File: src/rtl/ils_instr_gen.sv
// Seeded-LFSR instruction source (RV32I I-ALU / LB/LBU / SB) with valid/ready stall handshake.
// Optional ILS_ADDR_LIMIT_EN: restricts load/store to x0-based word offsets 0..60.
module ils_instr_gen #(
  parameter logic [31:0] SEED       = 32'h0000_0339,
  parameter int unsigned NOP_CYCLES = 3,
  parameter logic [15:0] MAX_INSTRS = 16'd0
) (
  input  logic        clk,
  input  logic        reset,
  input  logic        en,
  input  logic        instr_ready,
  output logic        instr_valid,
  output logic [31:0] instr,
  output logic [1:0]  instr_kind,
  output logic [15:0] instr_count,
  output logic        done
);

  localparam logic [31:0] NOP_WORD  = 32'h0000_0013;
  localparam logic [31:0] LFSR_TAPS = 32'h8020_0003;
  localparam logic [31:0] SEED_EFF  = (SEED == 32'd0) ? 32'd1 : SEED;

  typedef enum logic [1:0] {
    ST_NOP,
    ST_GEN,
    ST_DONE
  } state_t;

  state_t      state, state_nxt;
  logic [31:0] lfsr, lfsr_nxt;
  logic [31:0] nop_cnt, nop_cnt_nxt;
  logic [15:0] count, count_nxt;

  logic [11:0] imm, alu_imm, mem_imm;
  logic [4:0]  rs1, rd, rs2, mem_rs1;
  logic [2:0]  funct3, funct3_l;
  logic [1:0]  choice;
  logic [31:0] gen_word;
  logic [31:0] lfsr_step;

  assign imm      = lfsr[11:0];
  assign rs1      = lfsr[16:12];
  assign rd       = lfsr[21:17];
  assign funct3   = lfsr[24:22];
  assign choice   = lfsr[26:25];
  assign funct3_l = {lfsr[27], 2'b00};
  assign rs2      = lfsr[31:27];

  assign lfsr_step = {1'b0, lfsr[31:1]} ^ (lfsr[0] ? LFSR_TAPS : '0);

  // Shift immediates keep only legal shamt bits (plus the SRAI select bit for funct3 5).
  always_comb begin
    alu_imm = imm;
    if (funct3 == 3'd5)
      alu_imm = imm & 12'h41F;
    else if (funct3 == 3'd1)
      alu_imm = imm & 12'h01F;
  end

`ifdef ILS_ADDR_LIMIT_EN
  assign mem_imm = imm & 12'h03C;
  assign mem_rs1 = '0;
`else
  assign mem_imm = imm;
  assign mem_rs1 = rs1;
`endif

  always_comb begin
    gen_word = NOP_WORD;
    if (choice[1])
      gen_word = {alu_imm, rs1, funct3, rd, 7'b0010011};
    else if (choice[0])
      gen_word = {mem_imm[11:5], rs2, mem_rs1, 3'b000, mem_imm[4:0], 7'b0100011};
    else
      gen_word = {mem_imm, mem_rs1, funct3_l, rd, 7'b0000011};
  end

  always_ff @(posedge clk) begin
    if (reset) begin
      state   <= ST_NOP;
      lfsr    <= SEED_EFF;
      nop_cnt <= '0;
      count   <= '0;
    end else begin
      state   <= state_nxt;
      lfsr    <= lfsr_nxt;
      nop_cnt <= nop_cnt_nxt;
      count   <= count_nxt;
    end
  end

  always_comb begin
    state_nxt   = state;
    lfsr_nxt    = lfsr;
    nop_cnt_nxt = nop_cnt;
    count_nxt   = count;
    instr_valid = 1'b0;
    instr       = NOP_WORD;
    instr_kind  = 2'd0;
    done        = 1'b0;
    case (state)
      ST_NOP: begin
        if (nop_cnt + 32'd1 >= NOP_CYCLES) begin
          state_nxt   = ST_GEN;
          nop_cnt_nxt = '0;
        end else begin
          nop_cnt_nxt = nop_cnt + 32'd1;
        end
      end
      ST_GEN: begin
        instr_valid = en;
        if (en) begin
          instr      = gen_word;
          instr_kind = choice;
          if (instr_ready) begin
            lfsr_nxt  = lfsr_step;
            count_nxt = (count == 16'hFFFF) ? count : count + 16'd1;
            if (MAX_INSTRS != 16'd0 && count + 16'd1 == MAX_INSTRS)
              state_nxt = ST_DONE;
          end
        end
      end
      ST_DONE: begin
        done = 1'b1;
      end
      default: begin
        state_nxt = ST_NOP;
      end
    endcase
  end

  assign instr_count = count;

endmodule

File: config.mk
export PLATFORM = sky130hd
export DESIGN_NAME = ils_instr_gen
export DESIGN_NICKNAME = d
export VERILOG_FILES = /design/src/rtl/ils_instr_gen.sv
export SDC_FILE = /design/constraint.sdc
export NUM_CORES = 1
export LEC_CHECK = 0
export BUFFER_PORTS_ARGS = -buffer_cell sky130_fd_sc_hd__buf_4
export CORE_MARGIN = 2
export CORE_UTILIZATION = 60
export DETAILED_ROUTE_END_ITERATION = 8
export PLACE_DENSITY_LB_ADDON = 0.3
export SYNTH_ARGS = -nofsm -noshare
export SYNTH_HDL_FRONTEND = slang
export SYNTH_SLANG_ARGS = --single-unit
File: constraint.sdc
create_clock -name clk -period 4.65 [get_ports clk]
set_clock_uncertainty 0.2 [all_clocks]
set_input_delay 0.93 -clock clk [delete_from_list [all_inputs] [get_ports clk]]
set_output_delay 0.93 -clock clk [all_outputs]
set_load 0.005 [all_outputs]
==> results.json <==
{
  "status": "finished clean",
  "antenna_found_initial": 0,
  "p_per_area_nw_per_um2": 318,
  "drive_gt1_share_pct": 15.3,
  "ys_seq_area_share_pct": 42.4,
  "postCtsHoldBufs": 0,
  "worst_ep_required_time_ns": 3.52,
  "synthArstFlopShare_pct": 0,
  "fin_cells": 588,
  "grt_pass1_vias": 2919,
  "route.detailed.drc": 0,
  "p_total_mw": 1.38,
  "drtPass1Iterations": 4,
  "min_path_type": "register to register",
  "grt_first_pass_wirelength_mm": 13.1,
  "seq_area_um2": 1620,
  "p_int_mw": 1.03,
  "num_rows": 29,
  "leakage_nw": 1.75,
  "nFillCells": 508,
  "cts.sink_count": 81,
  "fin_ws_ns": 1.54,
  "first_iter_violations": 185,
  "end_kind": "output port",
  "root_buffer": "clkbuf_8",
  "synth_edf_count": 0,
  "final_hold_viol_count": 0,
  "dieArea_um2": 7030,
  "cts_buffers": 9,
  "initial_core_util_pct": 61.3,
  "ys_ff_latch": 81,
  "post-place-cells": 574,
  "dieWidth_um": 83.9,
  "slew_headroom_pct": 22.3,
  "multi_input_area_um2": 2040,
  "final.setup.tns_ns": 0,
  "cts_setup_buffers": 0,
  "ctsResizeCount": 0,
  "slew_viol_final": 0,
  "yosys.cell_types.count": 52,
  "core_um2": 6240,
  "routedWlPerCell_um": 13.4,
  "vias_per_cell": 5.62,
  "irDropWorstVdd_v": 0.000206,
  "ios": 56,
  "clkLatencyLatePin_ns": 0.35,
  "synthesis.area_um2": 3830,
  "nets": 515,
  "p_sw_uw": 354,
  "routed_wl_mm": 7.86,
  "startpoint_type": "input pin",
  "dp_hpwl_mm": 5.38,
  "pwr-share-comb_pct": 10.8,
  "tightest_slew_ns": 1.17,
  "ys_warn_count": 0,
  "route.vias.total": 3304,
  "worstPathArrival_ns": 1.98,
  "maxCapViolCount": 0,
  "min_period_ns": 3.11,
  "sequentialPowerShare_pct": 53.9,
  "fmax_mhz": 322,
  "cp_max_fo": 14,
  "ys.flop_type": "dfxtp_1",
  "final_antenna_net_count": 0,
  "fin_crit_sh_pct": 66.9,
  "setup_viol": 0,
  "htreeDepth": 3,
  "cts.reportedPaths.clkPinSlew_ns": 0.07,
  "pwr-share-clk_pct": 35.3,
  "clockBufferDepth": 2,
  "gp_congestion": 0.871,
  "syn_inst": 471,
  "die_h_um": 83.9,
  "diodes": 0,
  "grt_use_total_pct": 22.4,
  "syn_avg_cell_area_um2": 8.12,
  "rsz0062_at_grt": "false",
  "crit_type": "input pin to output port",
  "cts_tree": "done",
  "whs_path_depth": 2,
  "io_buffers": 49,
  "grt-ovfl-total": 0,
  "switching_share_pct": 25.6,
  "area_delta_synth_final_pct": 13.7,
  "dp_slack_ns": 1.29,
  "grt_max_degree": 53,
  "ff2ff_path_depth": 8
}
==> final timing paths <==
| kind | slack (ns) | from | end |
|---|---|---|---|
| min reg2reg | 0.27 | lfsr[13] | lfsr[12] |
| max reg2reg | 1.64 | nop_cnt[0] | state[0] |
| min | 0.27 | lfsr[13] | lfsr[12] |
| max | 1.54 | en | instr[27] |
==> cell families after synthesis <==
family	share of synthesized area [%]
flops	42.4
buf+inv	4.74
simple gates	33.3
fa+ha+maj	0.981
mux	0.818
xor+xnor	6.18
other cells	0.196
compound gates	11.4
==> cells in the final DEF (no fill, tap or decap), drive strengths merged, types with 5 or more instances in the layout <==
cell	n
inv	8
a21oi	39
nor4	8
nand3b	6
nand2	93
xnor2	20
buf	51
conb	6
or3	7
dfxtp	81
clkbuf	10
o21ai	8
and2	40
nand4	13
and3	16
a31oi	5
nand3	19
nor3	6
nor2	31
xor2	7
==> cells in the mapped netlist (2+ instances only) <==
library cell	n	area share [%]
inv_1	8	0.78
conb_1	2	0.20
a2111oi_0	2	0.46
a31oi_1	5	0.82
nor4_1	6	0.98
or3_2	2	0.39
nand2b_1	3	0.49
nor3b_1	2	0.39
clkbuf_1	19	1.9
nand4_2	2	0.65
nand3b_1	6	1.2
and3_1	14	2.3
nand3_1	19	2.5
or3_1	5	0.82
nand2_1	93	9.1
xnor2_1	20	4.6
a211o_1	2	0.46
and2_1	39	6.4
a311oi_1	2	0.46
nor2b_1	2	0.33
buf_6	2	0.59
nor3_1	6	0.78
and3_2	2	0.39
nor2_1	31	3.0
mux2i_1	2	0.52
dfxtp_1	81	42
xor2_1	7	1.6
buf_4	6	1.2
o21ai_1	3	0.39
a211oi_1	3	0.59
nand4_1	10	1.6
ha_1	3	0.98
a21oi_1	39	5.1
o21ai_0	5	0.65
==> metrics by stage <==
stage | instance area [um^2] | hold WS, ns | util [%]
2_1_floorplan | 3840 | 0.240 | -
3_3_place_gp | 4170 | 0.252 | 66.8
3_5_place_dp | 4170 | 0.258 | 66.8
4_1_cts | 4350 | 0.268 | 69.7
5_1_grt | 4350 | 0.295 | 69.7
6_report | 4350 | 0.269 | 69.7
==> sequential cells by signal, summed over array words and instances (netlist names) <==
name         cells
lfsr            32
instr_count     16
nop_cnt         32
state            1
==> routing by layer <==
layer | wire (um) | global-route usage (%)
met4 | 66 | 9.68
met5 | 0 | 0
met1 | 3640 | 29.8
met3 | 474 | 3.66
met2 | 3680 | 36.1
==> layout make-up <==
cell class	instances	share of cell area, %
Clock inverter	4	1.04
Multi-Input combinational cell	357	46.8
Tap cell	77	2.21
Timing Repair Buffer	51	8.80
Clock buffer	10	3.16
Inverter	8	0.690
Sequential cell	81	37.3
==> critical path, cell delays in order <==
cell     delay, ns
buf_4         0.12
nand2_1       0.28
nor2_1        0.36
and2_1        0.18
buf_4         0.11
==> power by group through the flow <==
| stage | Sequential, mW | Clock (mW) | Combinational, mW |
|---|---|---|---|
| floorplan | 0.749 | 0 | 0.114 |
| global placement | 0.760 | 0 | 0.145 |
| detailed placement | 0.762 | 0 | 0.150 |
| CTS | 0.745 | 0.496 | 0.151 |
| global route | 0.750 | 0.528 | 0.167 |
| finish | 0.746 | 0.489 | 0.149 |
No activity file was read; power rests on OpenSTA's default activity.
